**config.mk**
```make
export PLATFORM = sky130hd
export DESIGN_NAME = yuv_stream_arbiter
export DESIGN_NICKNAME = d
export VERILOG_FILES = /design/src/rtl/yuv_stream_arbiter.sv
export SDC_FILE = /design/constraint.sdc
export NUM_CORES = 1
export LEC_CHECK = 0
export ABC_AREA = 1
export CORE_MARGIN = 2
export CORE_UTILIZATION = 35
export DETAILED_ROUTE_END_ITERATION = 16
export GPL_ROUTABILITY_DRIVEN = 0
export GPL_TIMING_DRIVEN = 0
export PLACE_DENSITY = 0.67
export RECOVER_POWER = 25
export SYNTH_ARGS = -nofsm -noshare
export SYNTH_HDL_FRONTEND = slang
export SYNTH_SLANG_ARGS = --single-unit
```
**constraint.sdc**
```tcl
create_clock -name aclk -period 3.9 [get_ports aclk]
set_input_delay 0.39 -clock aclk [delete_from_list [all_inputs] [get_ports aclk]]
set_output_delay 0.39 -clock aclk [all_outputs]
set_load 0.01 [all_outputs]
```
**src/rtl/yuv_stream_arbiter.sv**
```systemverilog
// Packet round-robin arbiter feeding one YUV422->444 converter.
// A 2-entry skid buffer decouples s_tready from m_tready.
module yuv_stream_arbiter #(
  parameter int N_SRC      = 2,
  parameter int DATA_WIDTH = 64,
  parameter int DEST_WIDTH = 1
) (
  input  logic                          aclk,
  input  logic                          aresetn,
  input  logic                          arb_en,
  input  logic [N_SRC-1:0]              s_tvalid,
  output logic [N_SRC-1:0]              s_tready,
  input  logic [N_SRC*DATA_WIDTH-1:0]   s_tdata,
  input  logic [N_SRC*DATA_WIDTH/8-1:0] s_tkeep,
  input  logic [N_SRC*DATA_WIDTH/8-1:0] s_tstrb,
  input  logic [N_SRC-1:0]              s_tlast,
  output logic                          m_tvalid,
  input  logic                          m_tready,
  output logic [DATA_WIDTH-1:0]         m_tdata,
  output logic [DATA_WIDTH/8-1:0]       m_tkeep,
  output logic [DATA_WIDTH/8-1:0]       m_tstrb,
  output logic                          m_tlast,
  output logic [DEST_WIDTH-1:0]         m_tdest,
  output logic                          busy,
  output logic [DEST_WIDTH-1:0]         grant_id
);

  localparam int KW = DATA_WIDTH / 8;
  localparam int EW = DATA_WIDTH + 2 * KW + 1 + DEST_WIDTH;

  if (DEST_WIDTH < $clog2(N_SRC)) begin : g_bad_dest
    $error("DEST_WIDTH too small for N_SRC");
  end

  typedef enum logic {
    IDLE,
    LOCKED
  } state_t;

  state_t                r_state;
  state_t                w_state_nxt;
  logic [DEST_WIDTH-1:0] r_grant;
  logic [DEST_WIDTH-1:0] w_grant_nxt;
  logic                  w_found;
  logic [1:0]            r_cnt;
  logic [EW-1:0]         r_mem0;
  logic [EW-1:0]         r_mem1;
  logic [EW-1:0]         w_in;
  logic                  w_rdy;
  logic                  w_push;
  logic                  w_pop;
  logic                  w_valid_g;
  logic                  w_last_g;
  logic [DATA_WIDTH-1:0] w_data_g;
  logic [KW-1:0]         w_keep_g;
  logic [KW-1:0]         w_strb_g;

  // ready comes only from registered state, never from m_tready
  assign w_rdy = (r_state == LOCKED) && (r_cnt != 2'd2);

  always_comb begin
    w_valid_g = 1'b0;
    w_last_g  = 1'b0;
    w_data_g  = '0;
    w_keep_g  = '0;
    w_strb_g  = '0;
    s_tready  = '0;
    for (int i = 0; i < N_SRC; i++) begin
      if (r_grant == DEST_WIDTH'(i)) begin
        w_valid_g   = s_tvalid[i];
        w_last_g    = s_tlast[i];
        w_data_g    = s_tdata[i*DATA_WIDTH +: DATA_WIDTH];
        w_keep_g    = s_tkeep[i*KW +: KW];
        w_strb_g    = s_tstrb[i*KW +: KW];
        s_tready[i] = w_rdy;
      end
    end
  end

  assign w_push = w_rdy && w_valid_g;
  assign w_pop  = (r_cnt != 2'd0) && m_tready;
  assign w_in   = {w_data_g, w_keep_g, w_strb_g, w_last_g, r_grant};

  always_comb begin
    w_state_nxt = r_state;
    w_grant_nxt = r_grant;
    w_found     = 1'b0;
    unique case (r_state)
      IDLE: begin
        if (arb_en && |s_tvalid) begin
          // search starts just past the last winner
          for (int k = 1; k <= N_SRC; k++) begin
            for (int i = 0; i < N_SRC; i++) begin
              if (!w_found && s_tvalid[i] &&
                  ((int'(r_grant) + k) % N_SRC == i)) begin
                w_grant_nxt = DEST_WIDTH'(i);
                w_found     = 1'b1;
              end
            end
          end
          w_state_nxt = LOCKED;
        end
      end
      LOCKED: begin
        if (w_push && w_last_g) begin
          w_state_nxt = IDLE;
        end
      end
    endcase
  end

  always_ff @(posedge aclk or negedge aresetn) begin
    if (!aresetn) begin
      r_state <= IDLE;
      r_grant <= DEST_WIDTH'(N_SRC - 1);
    end else begin
      r_state <= w_state_nxt;
      r_grant <= w_grant_nxt;
    end
  end

  always_ff @(posedge aclk or negedge aresetn) begin
    if (!aresetn) begin
      r_cnt  <= 2'd0;
      r_mem0 <= '0;
      r_mem1 <= '0;
    end else begin
      if (w_push && w_pop) begin
        r_mem0 <= w_in;
      end else if (w_push) begin
        if (r_cnt == 2'd0) begin
          r_mem0 <= w_in;
        end else begin
          r_mem1 <= w_in;
        end
        r_cnt <= r_cnt + 2'd1;
      end else if (w_pop) begin
        r_mem0 <= r_mem1;
        r_cnt  <= r_cnt - 2'd1;
      end
    end
  end

  assign {m_tdata, m_tkeep, m_tstrb, m_tlast, m_tdest} = r_mem0;
  assign m_tvalid = (r_cnt != 2'd0);
  assign busy     = (r_state == LOCKED);
  assign grant_id = r_grant;

endmodule

```
==> run summary, run 1 <==
The flow ran to the end, but the final reports show violations. The checks that failed: max-capacitance violations, max-slew violations. The smallest clock period supported by the final layout is computed as 3.24 ns. On the final layout, the worst clock skew is 0.0104 ns.

The number of antenna diodes in the final layout is 0. Synthesis inferred 168 register bits. For the maximum number of pins on one net before global-route repair, the log shows 101. After detailed placement, the design holds a cell count of 1594. At the worst endpoint, the arrival time is 3.52 ns. The net count of the mapped netlist was 1189; the power density of the placed cells was 843 nW/um^2. Clock-pin slew was measured on the worst setup and hold paths at 0.07 ns. The logs give 0 for the post-CTS setup buffer count and 433 for the number of DRC markers after the initial detailed-route iteration. The run gives 7686 as the via count of the first global-routing pass.

Synthesis instantiated 22 different standard cells from the library. TritonCTS built the clock tree. For the initial core utilization, the log shows 35.3%.

The tools report the root buffer selected by CTS as sky130_fd_sc_hd__clkbuf_16. The leakage power of the design was 5.44 nW; the largest fanout on the critical path was 10. Synthesized netlist cell count: 1020. Setup repair after global routing left no endpoint under its margin.

Leaving out fill and tap cells, the most frequent cell in the layout is sky130_fd_sc_hd__nand2_1. TritonCTS created 17 clock buffers. The tightest min-delay check is of the reg2reg type. Along the worst hold path, the cell count comes to 2. Global routing consumed, over all layers together, 21.2% of the routing resources. The H-tree generated during clock tree synthesis spans 4 levels. Setup slack on the worst reg-to-reg path comes out at 0.66 ns.

The chip width works out to 157 um. The floorplan has 56 rows. For the area of the core region, the log shows 23300 sq um.

For the count of final hold-check violations, the log shows 0. The endpoint class of the critical path was a flip-flop. Pin placement for this block handled 255 I/O pins. Summing every instance area after synthesis gives 8210 sq um.

For this run, the register share of the synthesized area comes to 51.2%. The clock net in this run drives a total of 168 sinks. Relative to the synthesized area, the layout overhead comes to 42.9%. The worst setup path is of the reg2reg kind.

Setup violations remaining at the end of the flow were counted as 0. The worst setup path is launched from a flip-flop. STA puts the critical path data required time at 4.17 ns.

The post-route netlist has 10.5% of its cells at a drive strength greater than 1. The startpoint of the worst register-to-register path was grant_id$_DFFE_PN1P_. The start point of the worst min-delay path is r_mem1[35]$_DFFE_PN0P_.

The Yosys step of the flow raised 0 warnings. After layout, the worst path uses 83.1% of the clock period. In this run the critical register-to-register path is captured at r_mem1[14]$_DFFE_PN0P_. The logs give 18.9 mm for the HPWL reported at the end of detailed placement and 1464 for the net total in the final layout.

The average instance area after synthesis works out to 8.05 sq um. For the overall die area, the log shows 24700 sq um. The count of input and output buffers works out to 254.

Based on the critical path, the design can be clocked at up to 308 MHz. In the layout the commonest cells are sky130_fd_sc_hd__nand2_1 (315), sky130_fd_sc_hd__clkdlybuf4s50_1 (253), sky130_fd_sc_hd__dfrtp_1 (167). The DRC violation count after routing is 0, and the number of iterations in the first detailed-routing pass is 4. After the flow finishes, the layout carries non-filler instances totaling 1626.

The number of cells on the worst reg-to-reg path is 12. The first global-routing pass estimated 41.1 mm of wire. IR analysis of the VDD net gives a maximum drop of 331 uV.

Wires add up to 26.1 mm. In the final routed layout, each cell accounts on average for 16.0 um. At the pin with the least slew margin, the transition time is 1.78 ns. Overall power consumption after layout is estimated at 9.90 mW. Number of max-slew violations in the final report: 69.

The worst pin sits at a relative slew slack of -18.6%. For the worst-skew pair, the clock arrives at the later sink with an insertion delay of 0.42 ns. The routed layout has 7899 vias. Dividing the detail-routed via count by the number of cells gives 4.86. In this run the deepest clock path goes through 2 buffers.

The count of max-cap constraint violations is 1, and the initial antenna violation count is 0. Once detail routing completed, the nets flagged for antenna violations numbered 0. Summed over all layers, the global routing overflow is 0. From bottom edge to top edge, the die measures 157 um. The worst hold path terminates at r_mem1[35]$_DFFE_PN0P_.
## layer usage
layer,wire [um],GRT usage (%)
met1,11500,28.1
met5,0,0
met2,12700,35.6
met4,306,4.76
met3,1570,4.85
## worst max path at each step
stage | slack (ns) | to | cells past startpoint | startpoint
2_1_floorplan | 1.57 | r_mem1[71]$_DFFE_PN0P_ | 12 | grant_id$_DFFE_PN1P_
3_3_place_gp | -4.71 | r_mem0[55]$_DFFE_PN0P_ | 1 | aresetn
3_5_place_dp | 0.35 | r_mem1[14]$_DFFE_PN0P_ | 13 | s_tvalid[1]
4_1_cts | 0.65 | r_mem1[14]$_DFFE_PN0P_ | 13 | grant_id$_DFFE_PN1P_
5_1_grt | 0.46 | r_mem1[32]$_DFFE_PN0P_ | 13 | grant_id$_DFFE_PN1P_
6_report | 0.66 | r_mem1[14]$_DFFE_PN0P_ | 12 | grant_id$_DFFE_PN1P_
## registers in the layout, indices dropped and copies added, names as in the netlist
name / cells
r_cnt: 2
busy: 1
r_mem0: 82
grant_id: 1
r_mem1: 82
## metrics by stage
| stage | cell area [sq um] | utilization (%) | setup TNS [ns] | setup slack (ns) | hold slack (ns) |
|---|---|---|---|---|---|
| finish | 11700 | 50.5 | 0 | 0.657 | 0.489 |
| global route | 11700 | 50.5 | 0 | 0.458 | 0.512 |
| CTS | 11800 | 50.5 | 0 | 0.647 | 0.490 |
| detailed placement | 11200 | 48.1 | 0 | 0.349 | 0.376 |
| global placement | 11200 | 48.0 | -786.68 | -4.71 | 0.466 |
| floorplan | 8210 | - | 0 | 1.57 | 0.0944 |
## where the power goes
group | total, mW | internal, mW | leakage [nW] | switching, mW
clock network | 1.64 | 0.889 | 0.267 | 0.747
logic | 5.20 | 2.15 | 3.08 | 3.05
registers | 3.06 | 2.61 | 2.09 | 0.451
total | 9.90 | 5.65 | 5.44 | 4.25
## critical path, stage by stage, from the launching register on
cell and delay [ns]:
sky130_fd_sc_hd__dfstp_2 0.63, sky130_fd_sc_hd__nor2_1 0.08, sky130_fd_sc_hd__nor2_2 0.16, sky130_fd_sc_hd__nand2_2 0.21, sky130_fd_sc_hd__buf_4 0.26, sky130_fd_sc_hd__buf_2 0.21
sky130_fd_sc_hd__inv_1 0.07, sky130_fd_sc_hd__ha_1 0.13, sky130_fd_sc_hd__clkinv_1 0.20, sky130_fd_sc_hd__nand4_1 0.18, sky130_fd_sc_hd__buf_2 0.32, sky130_fd_sc_hd__clkbuf_1 0.45
sky130_fd_sc_hd__o21ai_0 0.18
## synth_stat cells
library cell	n	area share, %
sky130_fd_sc_hd__clkbuf_1	35	1.6
sky130_fd_sc_hd__buf_2	35	2.1
sky130_fd_sc_hd__dfrtp_1	167	51
sky130_fd_sc_hd__nor2_2	2	0.15
sky130_fd_sc_hd__dfstp_2	1	0.32
sky130_fd_sc_hd__nor2_1	5	0.23
sky130_fd_sc_hd__o21ai_0	154	9.4
sky130_fd_sc_hd__nand2_2	1	0.076
sky130_fd_sc_hd__nand2_1	315	14
sky130_fd_sc_hd__ha_1	1	0.15
sky130_fd_sc_hd__nand4_1	2	0.15
sky130_fd_sc_hd__o21ai_1	47	2.9
sky130_fd_sc_hd__inv_1	29	1.3
sky130_fd_sc_hd__nand3_1	132	8.0
sky130_fd_sc_hd__mux2i_1	23	2.8
sky130_fd_sc_hd__a21oi_4	1	0.20
sky130_fd_sc_hd__clkinv_1	1	0.046
sky130_fd_sc_hd__or2_2	58	4.4
sky130_fd_sc_hd__inv_2	2	0.091
sky130_fd_sc_hd__buf_1	2	0.091
sky130_fd_sc_hd__buf_4	6	0.55
sky130_fd_sc_hd__xor2_1	1	0.11
## area by class of cell
class,instances,area [sq um]
flip-flops and latches,168,4210
plain buffers,78,359
fillers,2318,11500
multi-input cells,742,3530
well taps,319,399
repair buffers,256,2570
clock buffers,19,433
inverters,32,120
clock inverters,12,119
## kinds of logic (layout without fill, tap and decap cells)
family / after synthesis / count (layout) / synth area share [%]
AOI/OAI and AO/OA: 202 / 202 / 12.4
xor gates and xnor gates: 1 / 1 / 0.107
adders and majority gates: 1 / 1 / 0.152
buffers and inverters: 110 / 397 / 5.83
DFF: 168 / 168 / 51.2
muxes: 23 / 23 / 2.80
and+or+nand+nor: 515 / 515 / 27.5
## timing repair
action | 4_1_cts | 5_1_grt
hold buffers | 1 | 0
gates resized for setup | 0 | 0
endpoints found under the hold margin | 68 | 0
Power figures use the tool's default switching activity.
==> run 2, diff against run 1 <==
Clock period 3.9 ns to 3.3 ns, I/O delays scaled along.
==> run 2 against run 1 <==
The flow still finishes with violations (max-capacitance violations, max-slew violations). Critical path depth grew 1. Wire length decreased by 0.23%. Sequential share of layout area is essentially flat. Largest power group unchanged.
==> run summary, run 2 (same netlist as run 1, synthesis figures left out) <==
The flow ran to the end, but the final reports show violations. The final reports fail on max-capacitance violations, max-slew violations. The final setup violation count was 0 (unchanged); the total number of H-tree levels was 4 (unchanged).

The count of max-cap constraint violations is 1 (unchanged). The library cell used most frequently in the layout, excluding fill and tap cells, is sky130_fd_sc_hd__nand2_1. End of the worst register-to-register path: r_mem0[81]$_DFFE_PN0P_. The run gives 0.0103 ns (-0.000136 ns) as the clock tree skew after final layout. The logs give 5.46 nW (+0.27%) for the leakage power of the design and 23300 sq um (unchanged) for the area of the core region. Net total in the final layout: 1464 (unchanged). The HPWL reported at the end of detailed placement is 18.9 mm (unchanged), and the total wirelength of the detailed-routed design is 26.0 mm (-0.23%). Number of iterations in the first detailed-routing pass: 5 (+1). Setup repair after global routing left no endpoint under its margin.

The initial antenna violation count was 0 (unchanged). The global routing met3 resource utilization is 4.85% (unchanged). The number of cells on the worst reg-to-reg path came out at 13 (+1). The worst hold path terminates at r_mem1[35]$_DFFE_PN0P_. The via count of the first global-routing pass was 7686 (unchanged); the total chip power was 11.7 mW (+18%).

The latest clock arrival within the worst-skew pair was 0.42 ns (about the same); the via-per-instance ratio was 4.85 (-0.19%). STA classifies the critical path startpoint as a flip-flop. In the layout the commonest cells are sky130_fd_sc_hd__nand2_1 (315), sky130_fd_sc_hd__clkdlybuf4s50_1 (253), sky130_fd_sc_hd__dfrtp_1 (167). The startpoint identified for the worst register-to-register timing path is grant_id$_DFFE_PN1P_. The transition time at the pin with the least slew margin is 1.75 ns (-0.0275 ns), and the highest ir drop seen on vdd is 391 uV (+18%). The run gives 3.60 ns (-0.57 ns) as the data required time of the worst path. The maximum cell stage delay along the critical path works out to 0.63 ns (about the same). The run gives 0 (unchanged) as the post-CTS setup buffer count. The count of input and output buffers came out at 254 (unchanged). The number of cells in the design after placement came out at 1594 (unchanged). The final worst-path cycle share was 92.9% (+9.7 points).

The all-layer global routing usage came out at 21.2% (unchanged). The maximum clock path buffer count was 2 (unchanged); the via count was 7884 (-0.19%). Classification of the worst-slack hold path: reg2reg. The number of CTS-inserted buffers was 17 (unchanged); the routed wirelength normalized by instance count was 16.0 um (-0.23%). For the count of non-filler cells in the finished layout, the log shows 1626 (unchanged).

The maximum number of pins on one net before global-route repair was 101 (unchanged); the number of DRC markers after the initial detailed-route iteration was 419 (-3.2%). For the wire length of the first global-routing pass, the log shows 41.1 mm (unchanged). The run gives 168 (unchanged) as the number of sinks handled by clock tree synthesis. The tools report the overall die area as 24700 sq um (unchanged). The initial core utilization came out at 35.3% (unchanged).

The layout cell share with drive strength beyond 1 is 11.1% (+0.61 points), and the remaining antenna violation count is 0 (unchanged). The number of inserted diodes is 0 (unchanged), and the power density of the placed cells is 997 nW/um^2 (+18%). The DRC violation count after routing was 0 (unchanged).

Arrival time of data at the critical path endpoint: 3.37 ns (-0.15 ns). The largest fanout on the critical path was 10 (unchanged). The layout overhead on the synthesized area is 42.8% (about the same), and the shortest clock period the worst path allows after layout is 3.06 ns (-0.178 ns).

The worst max-slew margin expressed relative to the limit was -16.7% (+1.8 points); the final-layout setup total negative slack was 0 ns (unchanged). The largest registers in the layout are r_mem0 x82, r_mem1 x82, r_cnt x2. Traced cell by cell, the critical path runs through inv_2 > nor2_2 > nor2_2 > nand2_2 > buf_4 > buf_2 > inv_1 > ha_1 > clkinv_1 > clkbuf_1 > nand3_1 > nand3_1 > nand2_1.

The global routing stage identified its most utilized layer as met2. The start point of the worst min-delay path was r_mem1[35]$_DFFE_PN0P_. The tools report the count of final hold-check violations as 0 (unchanged). The number of max-slew violations in the final report was 70 (+1.4%); the met2 layer usage reported by global route was 35.6% (unchanged). The chip width was 157 um (unchanged). TritonCTS built the clock tree. The tools report the count of pins on the block boundary as 255 (unchanged).

Root buffer selected by CTS: sky130_fd_sc_hd__clkbuf_16. The cell with the biggest individual delay on the critical path was sky130_fd_sc_hd__dfstp_2. The leftover overflow at the end of global routing is 0 (unchanged), and the height of the die is 157 um (unchanged). Highest achievable clock rate: 326 MHz (+5.8%). By startpoint and endpoint, the worst setup path is classified as reg2reg. The worst reg-to-reg setup slack came out at 0.24 ns (-0.42 ns). The post-CTS clock slew at the launch and capture registers of the worst setup and hold paths works out to 0.07 ns (about the same). The tools report the endpoint class of the critical path as a flip-flop. For the placement row count, the log shows 56 (unchanged). The met1 global-route usage is 28.1% (unchanged), and the cell depth of the worst min-delay path is 2 (unchanged).
==> run 2: changes by cell type in the layout (fill, tap and decap cells not counted) <==
cell and change:
sky130_fd_sc_hd__buf_6 +1, sky130_fd_sc_hd__clkbuf_1 -8, sky130_fd_sc_hd__clkbuf_2 +8, sky130_fd_sc_hd__buf_16 -1
==> run 2: timing repair <==
item | CTS | global route
hold endpoints to repair | 68 | 0
endpoints found under the setup margin | 0 | 71
gates resized for setup | 0 | 16
hold buffers | 1 | 0
==> run 2: worst max-delay path: cells and delay by family (launching register included) <==
kind,cells,cell delay [ns]
buffers and inverters,6,1.29
and+or+nand+nor,6,0.83
DFF,1,0.63
adders and majority gates,1,0.18
==> run 2: how the worst max path moves through the flow <==
| stage | startpoint | endpoint | slack [ns] | cells after the start |
|---|---|---|---|---|
| finish | grant_id$_DFFE_PN1P_ | r_mem0[81]$_DFFE_PN0P_ | 0.24 | 13 |
| global route | grant_id$_DFFE_PN1P_ | r_mem1[32]$_DFFE_PN0P_ | 0.04 | 13 |
| CTS | grant_id$_DFFE_PN1P_ | r_mem1[14]$_DFFE_PN0P_ | 0.05 | 13 |
| detailed placement | s_tvalid[1] | r_mem1[14]$_DFFE_PN0P_ | -0.19 | 13 |
| global placement | aresetn | r_mem0[55]$_DFFE_PN0P_ | -5.25 | 1 |
| floorplan | grant_id$_DFFE_PN1P_ | r_mem1[71]$_DFFE_PN0P_ | 0.97 | 12 |
==> run 2: metal layers <==
metal	vias up	part of all wire, %
li1	3898	-
met1	3739	44
met2	229	48
met3	18	6.0
met4	0	1.1
met5	-	0
==> run 2: per-stage QoR <==
stage          util [%]  setup WS [ns]  cell area, sq um  hold WS, ns
2_1_floorplan         -          0.973              8210       0.0344
3_3_place_gp       48.0          -5.25             11200        0.466
3_5_place_dp       48.1         -0.191             11200        0.316
4_1_cts            50.5         0.0471             11800        0.457
5_1_grt            50.4         0.0366             11700        0.512
6_report           50.4          0.235             11700        0.489
==> run 2: layout make-up <==
| type | count | area (sq um) |
|---|---|---|
| Buffer | 78 | 369 |
| Clock buffer | 19 | 433 |
| Clock inverter | 12 | 119 |
| Fill cell | 2314 | 11500 |
| Inverter | 32 | 120 |
| Multi-Input combinational cell | 742 | 3530 |
| Sequential cell | 168 | 4210 |
| Tap cell | 319 | 399 |
| Timing Repair Buffer | 256 | 2560 |
==> run 2: where the power goes <==
part | total [mW] | switching, mW | internal (mW)
Sequential | 3.61 | 0.531 | 3.08
Combinational | 6.15 | 3.60 | 2.55
Clock | 1.93 | 0.882 | 1.05
